### config.mk
export PLATFORM = sky130hd
export DESIGN_NAME = tpu_c_readback
export DESIGN_NICKNAME = d
export VERILOG_FILES = /design/src/rtl/tpu_pkg.sv /design/src/rtl/c_row_serializer.sv /design/src/rtl/tpu_c_readback.sv
export SDC_FILE = /design/constraint.sdc
export NUM_CORES = 1
export LEC_CHECK = 0
export BUFFER_PORTS_ARGS = -buffer_cell sky130_fd_sc_hd__buf_4
export CAP_MARGIN = 20
export CORE_MARGIN = 10
export CORE_UTILIZATION = 59
export DETAILED_ROUTE_END_ITERATION = 8
export HOLD_SLACK_MARGIN = 0.1
export PLACE_DENSITY = 0.86
export SETUP_SLACK_MARGIN = 0.4
export SLEW_MARGIN = 0
export SYNTH_ARGS = -nofsm -noshare
export SYNTH_HDL_FRONTEND = slang
export SYNTH_SLANG_ARGS = --single-unit
### constraint.sdc
create_clock -name clk -period 13.2 [get_ports clk]
set_input_delay 0 -clock clk [delete_from_list [all_inputs] [get_ports clk]]
set_output_delay 0 -clock clk [all_outputs]
set_load 0.03 [all_outputs]
### src/rtl/tpu_pkg.sv
// Shared TPU definitions for the C-buffer readback path.
// Holds default widths, the derived words-per-row count and the
// readback FSM state encoding.
package tpu_pkg;

  localparam int DEF_ADDR_BITS  = 16;
  localparam int DEF_DATA_BITS  = 32;
  localparam int DEF_DATAC_BITS = 128;
  localparam int WORDS_PER_ROW  = DEF_DATAC_BITS / DEF_DATA_BITS;

  typedef enum logic [2:0] {
    RB_IDLE    = 3'd0,
    RB_ISSUE   = 3'd1,
    RB_CAPTURE = 3'd2,
    RB_SEND    = 3'd3,
    RB_FINISH  = 3'd4
  } rb_state_e;

endpackage

### src/rtl/c_row_serializer.sv
// Splits one C row into DATA_BITS words, most-significant word first,
// on a valid/ready stream.
// Ports:
//   clk, rst      clock, asynchronous active-high reset
//   load          capture row_in and start presenting word 0
//   row_in        C row to serialize
//   out_ready     downstream accepts the presented word
//   out_valid     a word is being presented
//   out_data      presented word
//   last_beat     the presented word is the final word of the row
module c_row_serializer #(
  parameter int DATA_BITS  = 32,
  parameter int DATAC_BITS = 128
) (
  input  logic                  clk,
  input  logic                  rst,
  input  logic                  load,
  input  logic [DATAC_BITS-1:0] row_in,
  input  logic                  out_ready,
  output logic                  out_valid,
  output logic [DATA_BITS-1:0]  out_data,
  output logic                  last_beat
);

  localparam int WORDS    = DATAC_BITS / DATA_BITS;
  localparam int CNT_BITS = (WORDS > 1) ? $clog2(WORDS) : 1;

  logic [DATAC_BITS-1:0] row_q, row_d;
  logic [CNT_BITS-1:0]   cnt_q, cnt_d;
  logic                  valid_q, valid_d;

  // The row is shifted left on every accepted beat, so the presented word
  // is always the top slice; once drained the register is all zeros.
  assign out_valid = valid_q;
  assign out_data  = row_q[DATAC_BITS-1 -: DATA_BITS];
  assign last_beat = valid_q && (cnt_q == CNT_BITS'(WORDS - 1));

  always_comb begin
    row_d   = row_q;
    cnt_d   = cnt_q;
    valid_d = valid_q;
    if (load) begin
      row_d   = row_in;
      cnt_d   = '0;
      valid_d = 1'b1;
    end else if (valid_q && out_ready) begin
      row_d = row_q << DATA_BITS;
      cnt_d = cnt_q + CNT_BITS'(1);
      if (last_beat) begin
        valid_d = 1'b0;
      end
    end
  end

  always_ff @(posedge clk or posedge rst) begin
    if (rst) begin
      row_q   <= '0;
      cnt_q   <= '0;
      valid_q <= 1'b0;
    end else begin
      row_q   <= row_d;
      cnt_q   <= cnt_d;
      valid_q <= valid_d;
    end
  end

endmodule

### src/rtl/tpu_c_readback.sv
// Result-drain engine: reads num_rows consecutive C buffer rows starting
// at base_index and streams each row out as DATA_BITS words, MSB word first.
// Ports:
//   clk, rst                 clock, asynchronous active-high reset
//   start                    one-cycle request, honoured only when idle
//   base_index, num_rows     drain range, latched on accepted start
//   busy                     drain in progress (through the done cycle)
//   done                     one-cycle completion pulse
//   C_rd_en, C_index         C buffer read port (data returns next cycle)
//   C_data_out               C buffer read data
//   out_valid/out_ready/out_data   serialized word stream
module tpu_c_readback
  import tpu_pkg::*;
#(
  parameter int ADDR_BITS  = DEF_ADDR_BITS,
  parameter int DATA_BITS  = DEF_DATA_BITS,
  parameter int DATAC_BITS = DEF_DATAC_BITS
) (
  input  logic                  clk,
  input  logic                  rst,
  input  logic                  start,
  input  logic [ADDR_BITS-1:0]  base_index,
  input  logic [ADDR_BITS-1:0]  num_rows,
  output logic                  busy,
  output logic                  done,
  output logic                  C_rd_en,
  output logic [ADDR_BITS-1:0]  C_index,
  input  logic [DATAC_BITS-1:0] C_data_out,
  output logic                  out_valid,
  input  logic                  out_ready,
  output logic [DATA_BITS-1:0]  out_data
);

  rb_state_e            state_q, state_d;
  logic [ADDR_BITS-1:0] base_q, base_d;
  logic [ADDR_BITS-1:0] num_q, num_d;
  logic [ADDR_BITS-1:0] row_cnt_q, row_cnt_d;
  logic [ADDR_BITS-1:0] row_inc;

  logic ser_load;
  logic ser_valid;
  logic ser_last;
  logic beat_fire;

  // Address wraps modulo 2^ADDR_BITS by construction of the adder width.
  assign C_index   = base_q + row_cnt_q;
  assign row_inc   = row_cnt_q + ADDR_BITS'(1);
  assign busy      = (state_q != RB_IDLE);
  assign out_valid = ser_valid;
  assign beat_fire = ser_valid && out_ready;

  always_comb begin
    state_d   = state_q;
    base_d    = base_q;
    num_d     = num_q;
    row_cnt_d = row_cnt_q;
    C_rd_en   = 1'b0;
    done      = 1'b0;
    ser_load  = 1'b0;
    unique case (state_q)
      RB_IDLE: begin
        if (start) begin
          base_d    = base_index;
          num_d     = num_rows;
          row_cnt_d = '0;
          state_d   = (num_rows == '0) ? RB_FINISH : RB_ISSUE;
        end
      end
      RB_ISSUE: begin
        C_rd_en = 1'b1;
        state_d = RB_CAPTURE;
      end
      RB_CAPTURE: begin
        ser_load = 1'b1;
        state_d  = RB_SEND;
      end
      RB_SEND: begin
        if (beat_fire && ser_last) begin
          row_cnt_d = row_inc;
          state_d   = (row_inc == num_q) ? RB_FINISH : RB_ISSUE;
        end
      end
      RB_FINISH: begin
        done    = 1'b1;
        state_d = RB_IDLE;
      end
      default: state_d = RB_IDLE;
    endcase
  end

  always_ff @(posedge clk or posedge rst) begin
    if (rst) begin
      state_q   <= RB_IDLE;
      base_q    <= '0;
      num_q     <= '0;
      row_cnt_q <= '0;
    end else begin
      state_q   <= state_d;
      base_q    <= base_d;
      num_q     <= num_d;
      row_cnt_q <= row_cnt_d;
    end
  end

  c_row_serializer #(
    .DATA_BITS (DATA_BITS),
    .DATAC_BITS(DATAC_BITS)
  ) u_ser (
    .clk      (clk),
    .rst      (rst),
    .load     (ser_load),
    .row_in   (C_data_out),
    .out_ready(out_ready),
    .out_valid(ser_valid),
    .out_data (out_data),
    .last_beat(ser_last)
  );

endmodule

==> results of run 1 <==
-- area by class of cell --
type	count	area (µm²)
antenna	7	17.5
clock inverter	13	113
tap	216	270
fill	834	2650
sequential	182	4550
inverter	12	50.0
multi-input combinational	734	4400
timing repair buffer	385	3320
clock buffer	19	453
-- registers in the layout, indices dropped and copies added, names as in the netlist --
register and flops:
state_q 3, u_ser.cnt_q 2, u_ser.out_valid 1, row_cnt_q 16, base_q 16, u_ser.row_q 128, num_q 16
-- routing by layer --
metal	share of wire, %	up-vias	global-route usage [%]
met4	4.1	0	14.1
met1	37	4397	31.5
met3	8.0	95	7.86
met2	51	470	49.2
met5	0	-	0
li1	-	4121	-
-- critical path, delay by kind of cell (launching register included) --
kind | cells | cell delay [ns]
simple gates | 2 | 0.34
compound gates | 1 | 0.41
buf+inv | 2 | 1.71
flops | 1 | 0.45
-- path summary, 6_finish.rpt --
path	start	cells after the start	slack (ns)	end
worst max-delay path	state_q[2]$_DFFE_PP0P_	5	9.94	u_ser.row_q[22]$_DFFE_PP0P_
worst min-delay path	out_ready	4	0.15	u_ser.out_valid$_DFFE_PP0P_
worst max register to register	state_q[2]$_DFFE_PP0P_	5	9.94	u_ser.row_q[22]$_DFFE_PP0P_
worst min register to register	base_q[8]$_DFFE_PP0P_	2	0.49	base_q[8]$_DFFE_PP0P_
max in group asynchronous	rst	4	11.35	base_q[14]$_DFFE_PP0P_
min in group asynchronous	rst	3	0.33	u_ser.row_q[111]$_DFFE_PP0P_
-- through the flow --
stage / instances / setup WS (ns) / power [W] / area [µm²] / utilization [%]
after detailed placement: 1366 / 10.26 / 0.00145 / 10900 / 69.1
after CTS: 1560 / 10.25 / 0.00198 / 13100 / 83.0
after global placement: 1366 / 10.39 / 0.00142 / 10900 / 69.1
after global routing: 1568 / 9.73 / 0.00213 / 13200 / 83.2
after floorplan: 1021 / 8.26 / 0.00128 / 9500 / -
final: 1568 / 9.94 / 0.00203 / 13200 / 83.2
-- timing repair --
action / in CTS / in global routing
buffers inserted: 0 / 0
resized for setup: 0 / 0
hold buffers: 162 / 0
endpoints found under the hold margin: 267 / 0
-- cell usage in the layout, fill, tap and decap left out, drive strengths merged, types with 10 or more instances in the layout --
cell / count
a21oi: 14
buf: 223
clkbuf: 19
dfrtp: 182
dlygate4sd3: 162
ha: 17
inv: 19
mux2i: 97
nand2: 274
nand3: 12
nor2: 22
o21ai: 160
xnor2: 22
xor2: 10
-- synthesized netlist by cell type, drive strengths merged, types with 2 or more instances --
master	instances	area [µm²]
dfrtp	182	4550
o21a	6	45.0
o31ai	6	45.0
buf	61	393
or3	3	18.8
xor2	10	87.6
and2	5	31.3
o211ai	6	45.0
and3b	2	21.3
mux2i	97	971
o21ai	160	801
inv	12	45.0
nand2	274	1030
nor4	8	86.3
nor2	22	82.6
o41ai	3	26.3
ha	17	213
xnor2	22	193
nor2b	7	43.8
clkbuf	32	120
a211oi	5	42.5
a2111oi	2	42.5
nand2b	2	12.5
a31oi	5	31.3
nand3	12	75.1
a21oi	14	70.1
nor3	8	40.0
nand4	7	56.3
nand3b	3	22.5
or4	3	22.5
and3	4	25.0
and4	5	46.3
a21o	3	22.5
-- kinds of logic after synthesis --
group	count (synthesis)	synth area share, %
DFF	182	48.0
adders and majority gates	18	2.45
AOI/OAI and AO/OA	220	13.3
and+or+nand+nor	367	17.2
buffers and inverters	105	5.88
xor gates and xnor gates	32	2.95
muxes	97	10.2
-- power groups by stage --
stage / sequential [W] / combinational (W) / clock [W]
CTS: 0.000796 / 0.000688 / 0.000494
floorplan: 0.000771 / 0.000506 / 0
finish: 0.000811 / 0.000723 / 0.000500
global placement: 0.000796 / 0.000624 / 0
global route: 0.000822 / 0.000782 / 0.000523
detailed placement: 0.000805 / 0.000646 / 0
==> out/metrics.csv, run 1 <==
stage,metric,value,unit
yosys,yosysUniqueCellTypes,58,
floorplanning,std_cell_rows,46,
power,pwr-share-comb,35.6,%
timing,fin_crit,3.26,ns
timing,setup_tns,0,ns
detailed_routing,drt_iter0_markers,912,
timing,timing.fmax,0.307,GHz
power,power_frac_clock,24.6,%
min_path,hp-class,primary input to flip-flop,
detailed_routing,viasPerCell,5.79,
worst_setup_path,critPathMaxFanout,131,
timing,holdWs,0.145,ns
clock_network,tritoncts,yes,
clock_network,clk_pin_slew,0.08,ns
timing,slew_violations,0,
global_route,grt_pass1_wl,49600,µm
yosys,synth_edf_count,0,
global_route,first_global_vias,9353,
global_route,track_usage,28.4,%
worst_setup_path,endpoint_kind,flip-flop,
yosys,avgSynthCellArea,9.30,µm²
yosys,async_flop_share,100,%
power,seq_power_share,39.9,%
yosys,synth_area,0.00950,mm²
worst_setup_path,required,13.42,ns
timing,grt_setup_unrepaired,no,
power,p_int,0.00126,W
detailed_routing,ant_nets,0,
power,pwr_density_cell,154,mW/mm²
placement,place_congestion,0.873,
floorplanning,die_y,147,µm
yosys,synth_top_flop_cell,dfrtp_1,
timing,clock_skew,0.0161,ns
floorplanning,core,0.0158,mm²
floorplanning,start_util,60.0,%
worst_setup_path,crit_path_frequent_cell,buf_4,
placement,hpwlAfterDp,17300,µm
clock_network,cts_buffer_depth,2,
final_layout,drive_above_1_share,20.4,%
timing,slew_headroom,27.9,%
placement,port_buffers,215,
yosys,yosysWarnings,0,
floorplanning,pin_count,216,
global_route,globalRouteOverflowTotal,0,
detailed_routing,routedWlPerCell,20.3,µm
run,drv_cap,0,
worst_setup_path,max_stage_delay,0.94,ns
detailed_routing,drc,0,
worst_setup_path,cpMaxStageDelayCell,buf_4,
global_route,antenna_found_initial,7,
power,p_switching,0.000778,W
yosys,ys_ff_latch,182,
floorplanning,die_w,147,µm
power,ir_drop,131,µV
timing,finalCritPeriodShare,24.7,%
clock_network,insertion_delay,0.44,ns
outcome,status,completed,
worst_setup_path,worstSetupPathType,flip-flop to flip-flop,
power,leakagePower,6.42,nW
yosys,syn_nets,1203,
clock_network,htree_num_levels,4,
clock_network,cts_root_buffer,clkbuf_16,
yosys,yosysSeqAreaShare,48.0,%
final_layout,nNetsFinal,1514,
worst_setup_path,cp-start-kind,flip-flop,
detailed_routing,drt_wl_total,31800,µm
power,swShare,38.3,%
clock_network,numClockSinks,182,
floorplanning,die-area,0.0216,mm²
final_layout,syn2layout_area_growth,38.7,%
clock_network,numCtsBuffers,17,
timing,tightest_slew,1.08,ns
yosys,syn_inst,1021,
timing,setup_viol,0,
worst_setup_path,worstPathArrival,3.48,ns
worst_setup_path,crit_chain,"nand2b_1, nor2_4, buf_4, buf_4, o21ai_0",
detailed_routing,firstDrtPassIters,5,
detailed_routing,dr_total_vias,9083,
global_route,grt_max_degree,132,
timing,finalHoldViolCount,0,
Power figures use the tool's default switching activity.
==> run 2: changes to the inputs <==
--- a/config.mk
+++ b/config.mk
@@ -8,10 +8,10 @@
 export BUFFER_PORTS_ARGS = -buffer_cell sky130_fd_sc_hd__buf_4
 export CAP_MARGIN = 20
 export CORE_MARGIN = 10
-export CORE_UTILIZATION = 59
+export CORE_UTILIZATION = 49
 export DETAILED_ROUTE_END_ITERATION = 8
 export HOLD_SLACK_MARGIN = 0.1
-export PLACE_DENSITY = 0.86
+export PLACE_DENSITY = 0.76
 export SETUP_SLACK_MARGIN = 0.4
 export SLEW_MARGIN = 0
 export SYNTH_ARGS = -nofsm -noshare
==> constraint.sdc (replaced) <==
create_clock -name clk -period 2.9 [get_ports clk]
set_input_delay 0 -clock clk [delete_from_list [all_inputs] [get_ports clk]]
set_output_delay 0 -clock clk [all_outputs]
set_load 0.03 [all_outputs]
==> run 2 against run 1 <==
Against the previous run: cell count up 4.1%; die area up 18%; clock power rose to 4.5 times the previous value; worst hold slack worse by 0.0056 ns; clock skew down 0.0016 ns; critical path type is now flip-flop to primary output.
==> out/metrics.csv, run 2 (same netlist as run 1, synthesis figures left out) <==
stage,metric,value,unit
outcome,status,completed,
floorplanning,die_w,159,µm
detailed_routing,highest_layer,met4,
detailed_routing,drt_iter0_markers,521,
detailed_routing,drt_wl_total,28900,µm
worst_setup_path,worstPathArrival,2.65,ns
final_layout,seq_area,0.00456,mm²
placement,place_congestion,0.877,
clock_network,tritoncts,yes,
final_layout,syn2layout_area_growth,42.1,%
global_route,antenna_found_initial,7,
timing,clock_skew,0.0145,ns
worst_setup_path,worstSetupPathType,flip-flop to primary output,
detailed_routing,wl_met3,1650,µm
timing,grt_setup_unrepaired,yes,
floorplanning,start_util,50.3,%
final_layout,regMostFlops,u_ser.row_q,
worst_setup_path,endpoint_kind,primary output,
worst_setup_path,cp-start-kind,flip-flop,
clock_network,cts_root_buffer,clkbuf_16,
floorplanning,std_cell_rows,50,
placement,hpwlAfterDp,18000,µm
detailed_routing,dr_total_vias,8654,
clock_network,htree_num_levels,4,
detailed_routing,wirelength_met1,11800,µm
detailed_routing,drc,0,
final_layout,largest_reg_flops,128,
timing,holdWs,0.140,ns
timing,finalHoldViolCount,0,
global_route,globalRouteOverflowTotal,0,
clock_network,numClockSinks,182,
clock_network,insertion_delay,0.44,ns
timing,slew_headroom,48.1,%
timing,setup_tns,0,ns
worst_setup_path,required,2.90,ns
clock_network,cts_buffer_depth,2,
detailed_routing,viasPerCell,5.30,
floorplanning,die_y,159,µm
power,ir_drop,427,µV
power,leakagePower,6.50,nW
global_route,first_global_vias,9000,
global_route,track_usage,22.2,%
worst_setup_path,reg2reg_slack,0.52,ns
worst_setup_path,critPathMaxFanout,3,
final_layout,multi_input_area,0.00450,mm²
run,drv_cap,0,
final_layout,layout_commonest_cell,nand2_1,
final_layout,final_cell_mix,"nand2_1, buf_4, dfrtp_1",
timing,finalCritPeriodShare,91.3,%
timing,slew_violations,0,
final_layout,drive_above_1_share,23.1,%
timing,tightest_slew,0.778,ns
floorplanning,pin_count,216,
placement,port_buffers,215,
global_route,grt_max_degree,106,
floorplanning,core,0.0189,mm²
detailed_routing,routedWlPerCell,17.7,µm
detailed_routing,firstDrtPassIters,5,
power,pwr_density_cell,682,mW/mm²
final_layout,nNetsFinal,1534,
clock_network,numCtsBuffers,17,
timing,timing.fmax,0.378,GHz
detailed_routing,met2_length,14400,µm
final_layout,finish.utilization,71.5,%
global_route,grt_pass1_wl,46900,µm
detailed_routing,ant_nets,0,
min_path,hp-class,primary input to flip-flop,
clock_network,clk_pin_slew,0.07,ns
timing,setup_viol,0,
floorplanning,die-area,0.0254,mm²
timing,fin_crit,2.65,ns
final_layout,n_fill_cell,1331,
run 2: final timing paths:
check | from | end | cells past startpoint
min | out_ready | u_ser.out_valid$_DFFE_PP0P_ | 4
min reg2reg | base_q[14]$_DFFE_PP0P_ | base_q[14]$_DFFE_PP0P_ | 2
max | row_cnt_q[0]$_DFFE_PP0P_ | C_index[10] | 11
min in group asynchronous | rst | num_q[5]$_DFFE_PP0P_ | 4
max in group asynchronous | rst | row_cnt_q[4]$_DFFE_PP0P_ | 4
max reg2reg | row_cnt_q[0]$_DFFE_PP0P_ | state_q[0]$_DFFE_PP0P_ | 8
run 2: layout make-up:
cell class	instances	area share, %
clock buffers	18	3.18
flip-flops and latches	182	33.8
clock inverters	14	0.992
inverters	12	0.361
repair buffers	405	25.8
diodes	7	0.130
well taps	260	2.41
multi-input cells	734	33.3
run 2: per-stage QoR:
stage	worst slack (ns)	std cells	power (W)	cell area, µm²
floorplan	0.563	1021	0.00581	9500
global route	0.139	1632	0.00973	13500
CTS	0.231	1623	0.00913	13400
finish	0.253	1632	0.00921	13500
detailed placement	0.532	1423	0.00666	11100
global placement	0.546	1423	0.00655	11100
run 2: per-layer routing:
metal,vias up,global-route usage (%)
met1,4134,26.6
met2,293,37.0
li1,4145,-
met4,0,10.3
met5,-,0
met3,82,5.45
run 2: worst max-delay path, stage by stage (launching register included):
cell and delay (ns):
dfrtp_2 0.43, ha_4 0.17, inv_2 0.05, fa_2 0.19
nor2b_1 0.06, o31a_1 0.30, o211ai_1 0.16, buf_4 0.15
nand2_2 0.09, a221oi_2 0.27, xnor2_1 0.16, buf_4 0.19
run 2: power by group:
part | internal, W | switching, W
Combinational | 0.00147 | 0.00188
Sequential | 0.00318 | 0.000436
Clock | 0.00114 | 0.00110
Total | 0.00579 | 0.00342
run 2: what timing repair did:
item | CTS | global route
endpoints found under the hold margin | 344 | 0
buffers inserted | 6 | 2
pin swaps | 7 | 5
hold buffers | 162 | 0
resized for setup | 18 | 7
setup endpoints to repair | 8 | 9
